## config.mk

```make
export PLATFORM = sky130hd
export DESIGN_NAME = pixel_plot_sink
export DESIGN_NICKNAME = d
export VERILOG_FILES = /design/src/rtl/plot_pkg.sv /design/src/rtl/plot_fifo.sv /design/src/rtl/pixel_plot_sink.sv
export SDC_FILE = /design/constraint.sdc
export NUM_CORES = 1
export LEC_CHECK = 0
export ABC_AREA = 1
export CORE_ASPECT_RATIO = 0.5
export CORE_MARGIN = 1.5
export CORE_UTILIZATION = 55
export CTS_BUF_LIST = sky130_fd_sc_hd__clkbuf_8 sky130_fd_sc_hd__clkbuf_16
export CTS_CLUSTER_SIZE = 40
export DETAILED_ROUTE_END_ITERATION = 6
export PLACE_DENSITY = 0.74
export REMOVE_ABC_BUFFERS = 1
export SKIP_CTS_REPAIR_TIMING = 1
export SYNTH_ARGS = -nofsm -noshare
export SYNTH_HDL_FRONTEND = slang
export SYNTH_HIERARCHICAL = 1
export SYNTH_SLANG_ARGS = --single-unit
```

## constraint.sdc

```tcl
create_clock -name clk -period 3.7 [get_ports clk]
set_input_delay 0.74 -clock clk [delete_from_list [all_inputs] [get_ports clk]]
set_output_delay 0.74 -clock clk [all_outputs]
set_load 0.01 [all_outputs]
```

## src/rtl/plot_pkg.sv

```systemverilog
// Shared geometry, widths and FSM encoding for the pixel plot sink.
package plot_pkg;

    localparam int unsigned X_W        = 8;
    localparam int unsigned Y_W        = 7;
    localparam int unsigned COLOUR_W   = 12;
    localparam int unsigned H_RES      = 160;
    localparam int unsigned V_RES      = 120;
    localparam int unsigned ADDR_W     = 15;
    localparam int unsigned FB_SIZE    = H_RES * V_RES;
    localparam int unsigned FIFO_DEPTH = 8;

    typedef enum logic {
        IDLE,
        CLEAR
    } state_t;

endpackage

```

## src/rtl/plot_fifo.sv

```systemverilog
// Synchronous FIFO with a first-word-fall-through read port and full/empty flags.
module plot_fifo #(
    parameter int unsigned WIDTH = 27,
    parameter int unsigned DEPTH = 8
) (
    input  logic             clk,
    input  logic             rst,
    input  logic             push,
    input  logic [WIDTH-1:0] wr_data,
    input  logic             pop,
    output logic [WIDTH-1:0] rd_data,
    output logic             full,
    output logic             empty
);

    localparam int unsigned PTR_W = $clog2(DEPTH);
    localparam int unsigned CNT_W = PTR_W + 1;

    logic [WIDTH-1:0] mem_q [DEPTH];
    logic [PTR_W-1:0] wr_ptr_q, wr_ptr_d;
    logic [PTR_W-1:0] rd_ptr_q, rd_ptr_d;
    logic [CNT_W-1:0] count_q, count_d;
    logic             do_push, do_pop;

    assign full    = (count_q == CNT_W'(DEPTH));
    assign empty   = (count_q == '0);
    assign rd_data = mem_q[rd_ptr_q];

    always_comb begin
        do_push  = push && !full;
        do_pop   = pop && !empty;
        wr_ptr_d = do_push ? wr_ptr_q + 1'b1 : wr_ptr_q;
        rd_ptr_d = do_pop  ? rd_ptr_q + 1'b1 : rd_ptr_q;
        count_d  = count_q + CNT_W'(do_push) - CNT_W'(do_pop);
    end

    always_ff @(posedge clk or posedge rst) begin
        if (rst) begin
            wr_ptr_q <= '0;
            rd_ptr_q <= '0;
            count_q  <= '0;
        end else begin
            wr_ptr_q <= wr_ptr_d;
            rd_ptr_q <= rd_ptr_d;
            count_q  <= count_d;
        end
    end

    always_ff @(posedge clk) begin
        if (do_push) mem_q[wr_ptr_q] <= wr_data;
    end

endmodule

```

## src/rtl/pixel_plot_sink.sv

```systemverilog
// Buffers x/y/colour plot strobes and drains them into the framebuffer write port;
// also sweeps the whole screen with a fill colour on request.
module pixel_plot_sink #(
    parameter int unsigned X_W        = plot_pkg::X_W,
    parameter int unsigned Y_W        = plot_pkg::Y_W,
    parameter int unsigned COLOUR_W   = plot_pkg::COLOUR_W,
    parameter int unsigned H_RES      = plot_pkg::H_RES,
    parameter int unsigned V_RES      = plot_pkg::V_RES,
    parameter int unsigned ADDR_W     = plot_pkg::ADDR_W,
    parameter int unsigned FIFO_DEPTH = plot_pkg::FIFO_DEPTH
) (
    input  logic                clk,
    input  logic                reset,
    input  logic [X_W-1:0]      x,
    input  logic [Y_W-1:0]      y,
    input  logic [COLOUR_W-1:0] colour,
    input  logic                plot,
    input  logic                clear_req,
    input  logic [COLOUR_W-1:0] clear_colour,
    output logic                ready,
    output logic                busy,
    output logic                overflow,
    output logic                oob,
    output logic [ADDR_W-1:0]   mem_addr,
    output logic [COLOUR_W-1:0] mem_data,
    output logic                mem_wren
);

    import plot_pkg::*;

    localparam int unsigned ENT_W = X_W + Y_W + COLOUR_W;
    localparam logic [ADDR_W-1:0] LAST_ADDR = ADDR_W'(H_RES * V_RES - 1);

    state_t              state_q, state_d;
    logic                clr_pend_q, clr_pend_d;
    logic [COLOUR_W-1:0] clr_colour_q, clr_colour_d;
    logic [ADDR_W-1:0]   mem_addr_q, mem_addr_d;
    logic [COLOUR_W-1:0] mem_data_q, mem_data_d;
    logic                mem_wren_q, mem_wren_d;
    logic                overflow_q, overflow_d;
    logic                oob_q, oob_d;

    logic [ENT_W-1:0]    rd_data;
    logic                fifo_full, fifo_empty, pop, drain, in_range;
    logic [X_W-1:0]      e_x;
    logic [Y_W-1:0]      e_y;
    logic [COLOUR_W-1:0] e_colour;
    logic [ADDR_W-1:0]   pix_addr;

    plot_fifo #(
        .WIDTH (ENT_W),
        .DEPTH (FIFO_DEPTH)
    ) u_fifo (
        .clk     (clk),
        .rst     (reset),
        .push    (plot && ready),
        .wr_data ({x, y, colour}),
        .pop     (pop),
        .rd_data (rd_data),
        .full    (fifo_full),
        .empty   (fifo_empty)
    );

    assign ready    = !fifo_full;
    assign busy     = !fifo_empty || clr_pend_q || (state_q == CLEAR);
    assign overflow = overflow_q;
    assign oob      = oob_q;
    assign mem_addr = mem_addr_q;
    assign mem_data = mem_data_q;
    assign mem_wren = mem_wren_q;

    always_comb begin
        e_x      = rd_data[ENT_W-1 -: X_W];
        e_y      = rd_data[COLOUR_W +: Y_W];
        e_colour = rd_data[COLOUR_W-1:0];
        in_range = ({1'b0, e_x} < (X_W+1)'(H_RES)) && ({1'b0, e_y} < (Y_W+1)'(V_RES));
        // 160 = 128 + 32, so the default geometry needs only shifts and adds
        if (H_RES == 160)
            pix_addr = (ADDR_W'(e_y) << 7) + (ADDR_W'(e_y) << 5) + ADDR_W'(e_x);
        else
            pix_addr = ADDR_W'(e_y) * ADDR_W'(H_RES) + ADDR_W'(e_x);
    end

    always_comb begin
        state_d      = state_q;
        clr_pend_d   = clr_pend_q;
        clr_colour_d = clr_colour_q;
        mem_addr_d   = mem_addr_q;
        mem_data_d   = mem_data_q;
        mem_wren_d   = 1'b0;
        overflow_d   = overflow_q || (plot && !ready);
        oob_d        = oob_q;
        pop          = 1'b0;
        drain        = 1'b0;

        case (state_q)
            IDLE: drain = 1'b1;
            CLEAR: begin
                if (clr_pend_q) begin
                    mem_addr_d = '0;
                    mem_data_d = clr_colour_q;
                    mem_wren_d = 1'b1;
                    clr_pend_d = 1'b0;
                end else if (mem_addr_q != LAST_ADDR) begin
                    mem_addr_d = mem_addr_q + 1'b1;
                    mem_data_d = clr_colour_q;
                    mem_wren_d = 1'b1;
                end else begin
                    // sweep finished: fall straight into draining so queued plots follow without a gap
                    state_d = IDLE;
                    drain   = 1'b1;
                end
            end
            default: state_d = IDLE;
        endcase

        if (drain) begin
            if (!fifo_empty) begin
                pop = 1'b1;
                if (in_range) begin
                    mem_addr_d = pix_addr;
                    mem_data_d = e_colour;
                    mem_wren_d = 1'b1;
                end else begin
                    oob_d = 1'b1;
                end
            end else if (clr_pend_q) begin
                state_d    = CLEAR;
                mem_addr_d = '0;
                mem_data_d = clr_colour_q;
                mem_wren_d = 1'b1;
                clr_pend_d = 1'b0;
            end
        end

        if (clear_req) begin
            clr_pend_d   = 1'b1;
            clr_colour_d = clear_colour;
        end
    end

    always_ff @(posedge clk or posedge reset) begin
        if (reset) begin
            state_q      <= IDLE;
            clr_pend_q   <= 1'b0;
            clr_colour_q <= '0;
            mem_addr_q   <= '0;
            mem_data_q   <= '0;
            mem_wren_q   <= 1'b0;
            overflow_q   <= 1'b0;
            oob_q        <= 1'b0;
        end else begin
            state_q      <= state_d;
            clr_pend_q   <= clr_pend_d;
            clr_colour_q <= clr_colour_d;
            mem_addr_q   <= mem_addr_d;
            mem_data_q   <= mem_data_d;
            mem_wren_q   <= mem_wren_d;
            overflow_q   <= overflow_d;
            oob_q        <= oob_d;
        end
    end

endmodule
```

==> metrics.txt <==
synth-to-layout area growth=15.8%; R2R Path Start=u_fifo/rd_ptr_q[0]; Top-Level Pins=75; Cells after Synth=1385; CTS HTree Levels=1; row count=39; Synth Register Bits=270; cells along the critical path=inv_4, nand2_1, nand3_1, nand2_1, nand2_1, nand2_1, inv_1, fa_1, inv_1, fa_1, nand3_1, nand2_1, nand2_1, nand2_1, a21oi_1, nand2_1, nand2_1, o21ai_0; share of power burned in registers=34.2%; via/cell ratio=5.19; Max-slew headroom=33.2%; CP Max Fanout=63; first drt pass iteration count=7; PortBufs=74; clk root buf=clkbuf_16; Req. time, crit path=4110 ps; Hold Path Stages=1; clock-pin slew on the worst setup and hold paths=70 ps; Slew Viols, Final=0; Ys Warns=6; GRT Util Overall=24.6%; Synth top area share=50.5%; Post-synth top cells=473 x nand2_1, 291 x inv_1, 216 x edfxtp_1; Die Y=111 um; GRT met2 Usage=37.4%; largest net degree at the start of global routing=64; Critical-path top delay cell=dfrtp_2; Worst R2R End=mem_addr[12]; global routing's busiest layer=met2; # DRC=2; Inserted Diodes=0; first-pass GRT wire length=46300 um; GR met1 Demand/Resource=36.7%; Worst Clk Skew=9.99 ps; clock tree buffer depth=3; Clock Latency Late Sink=520 ps; Most common cell on crit path=nand2_1; Mapped Area=12800 um^2; average size of a mapped cell=9.27 um^2; violated checks=design-rule violations; combinational share of power=40.9%; Post-DRT Antenna Nets=0; Synth area leaders=edfxtp_1 51%, nand2_1 14%, dfrtp_1 11%; r2r worst-path depth=18; Core Region=22800 um^2; Crit. path cell count=18; wire length per cell=16.5 um; Clock Sinks=270; top-count cell post-synth=nand2_1; WS Path Type=flop to flop; detailed placement HPWL=18400 um; Peak VDD IR=608 uV; Initial Util=56.2%; power per cell area=771 nW/um^2; Synth cell types=40; Routed WL=29500 um; predominant post-synthesis flop cell=edfxtp_1; Nets=1532; gpl congestion=0.891; RSZ-0062 raised after global routing=false; vias in the first global route=8709; endpoints failing hold=0; Post-synth EDFFs=216; power share of the clock group=24.9%; DR iter-0 viols=1163; CP endpoint=mem_addr[12]; FFs w/ async S/R, synth=20.0%; die area=24300 um^2; total power=0.0115 W; met3 Resource Use GR=4.77%; nature of the critical path startpoint=flop; TritonCTS clock tree=built; Worst R2R Setup Slack=330 ps; Util after Layout=65.1%; Slew @ Worst Pin=995 ps; via count=9286; final setup fails=0; Buf+Inv Stages, Crit Path=3; fmax=0.297 GHz; Max Cap Violations=0; register area share after synthesis=61.1%; layout cells sized above 1=6.61%; Worst setup startpoint=u_fifo/rd_ptr_q[0]; leakage power=6.88 nW; net switching power=0.00449 W; arrival time worst endpoint=3780 ps; Hold Crit Class=flop to flop; Die Wd=219 um; Overflow after GRT=0; Pint=0.00697 W; max incr delay on CP=610 ps; cts bufs inserted=25; Worst path top cell family by delay=adder cells; Switching Fraction=39.2%; status=complete, but fails checks; min cycle time layout=3370 ps; crit path capture type=flop; final worst path period share=91.1%; cell taking the most area after synthesis=edfxtp_1; initial antenna violation count=1
state kept, by name, indices dropped and copies added, names as in the netlist:
register and flops:
mem_wren 1, mem_data 12, u_fifo/wr_ptr_q 3, oob 1, u_fifo/rd_ptr_q 3, u_fifo/mem_q 216, mem_addr 15, clr_colour_q 12
state_q 1, overflow 1, u_fifo/count_q 4, clr_pend_q 1
worst register-to-register path, stage by stage (launching register included):
cell and delay, ps:
dfrtp_2 610, inv_4 340, nand2_1 180, nand3_1 90, nand2_1 90, nand2_1 50
nand2_1 100, inv_1 60, fa_1 530, inv_1 70, fa_1 450, nand3_1 100
nand2_1 100, nand2_1 100, nand2_1 50, a21oi_1 160, nand2_1 70, nand2_1 60
o21ai_0 60
layout by cell type, fill, tap and decap left out, types with 3 or more instances in the layout:
| master | netlist | final |
|---|---|---|
| bufinv_16 | 0 | 6 |
| nand3_1 | 148 | 148 |
| ha_1 | 22 | 22 |
| xor2_1 | 4 | 4 |
| nor2_1 | 20 | 20 |
| nand4_1 | 13 | 13 |
| o21ai_0 | 29 | 29 |
| nand2_1 | 473 | 473 |
| nor3_2 | 0 | 8 |
| o211ai_1 | 6 | 6 |
| buf_4 | 3 | 28 |
| xnor2_1 | 8 | 8 |
| clkbuf_16 | 0 | 26 |
| fa_1 | 3 | 3 |
| a21oi_1 | 9 | 9 |
| edfxtp_1 | 216 | 216 |
| o211ai_2 | 5 | 5 |
| dfrtp_1 | 54 | 52 |
| clkinv_2 | 0 | 5 |
| inv_1 | 291 | 292 |
| clkinv_1 | 2 | 5 |
| clkdlybuf4s50_1 | 0 | 74 |
worst min path at each step:
stage / slack (ps) / from / end
2_1_floorplan: 480 / u_fifo/count_q[0] / u_fifo/count_q[0]
4_1_cts: 490 / oob / oob
5_1_grt: 510 / oob / oob
3_5_place_dp: 470 / oob / oob
6_report: 490 / oob / oob
3_3_place_gp: 460 / oob / oob
cell type report:
class / count / area [um^2]
clock buffers: 28 / 678
fillers: 1763 / 7970
multi-input cells: 769 / 3650
well taps: 307 / 384
clock inverters: 18 / 243
flip-flops and latches: 270 / 7840
repair buffers: 102 / 951
inverters: 296 / 1110
metal layers:
metal / up-vias / routed length [um] / part of all wire (%)
met1: 4352 / 13300 / 45
met4: 2 / 525 / 1.8
met3: 57 / 2590 / 8.8
met5: - / 11 / 0.037
li1: 4508 / - / -
met2: 367 / 13000 / 44
cells by family after synthesis:
logic type / count (synthesis) / share of synthesized area (%)
AOI/OAI and AO/OA: 58 / 2.82
xor gates and xnor gates: 12 / 0.819
adders and majority gates: 25 / 2.61
buffers and inverters: 346 / 10.8
DFF: 270 / 61.1
and+or+nand+nor: 674 / 21.9
stage by stage:
step                hold slack (ps)  setup WS, ps  TNS (ps)  instance area [um^2]  cells
floorplan                       478         -1360    -19740                 12600   1335
detailed placement              474           392         0                 13900   1744
global route                    509          87.0         0                 14900   1790
CTS                             488           377         0                 14900   1790
global placement                459           500         0                 13900   1744
finish                          488           328         0                 14900   1790
power groups by stage:
stage | sequential [W] | clock (W) | combinational [W]
3_3_place_gp | 0.00396 | 0 | 0.00442
3_5_place_dp | 0.00397 | 0 | 0.00456
6_report | 0.00392 | 0.00286 | 0.00469
4_1_cts | 0.00392 | 0.00289 | 0.00460
5_1_grt | 0.00395 | 0.00300 | 0.00519
2_1_floorplan | 0.00413 | 0 | 0.00283
Note: power is estimated with default switching activity, not from simulation.
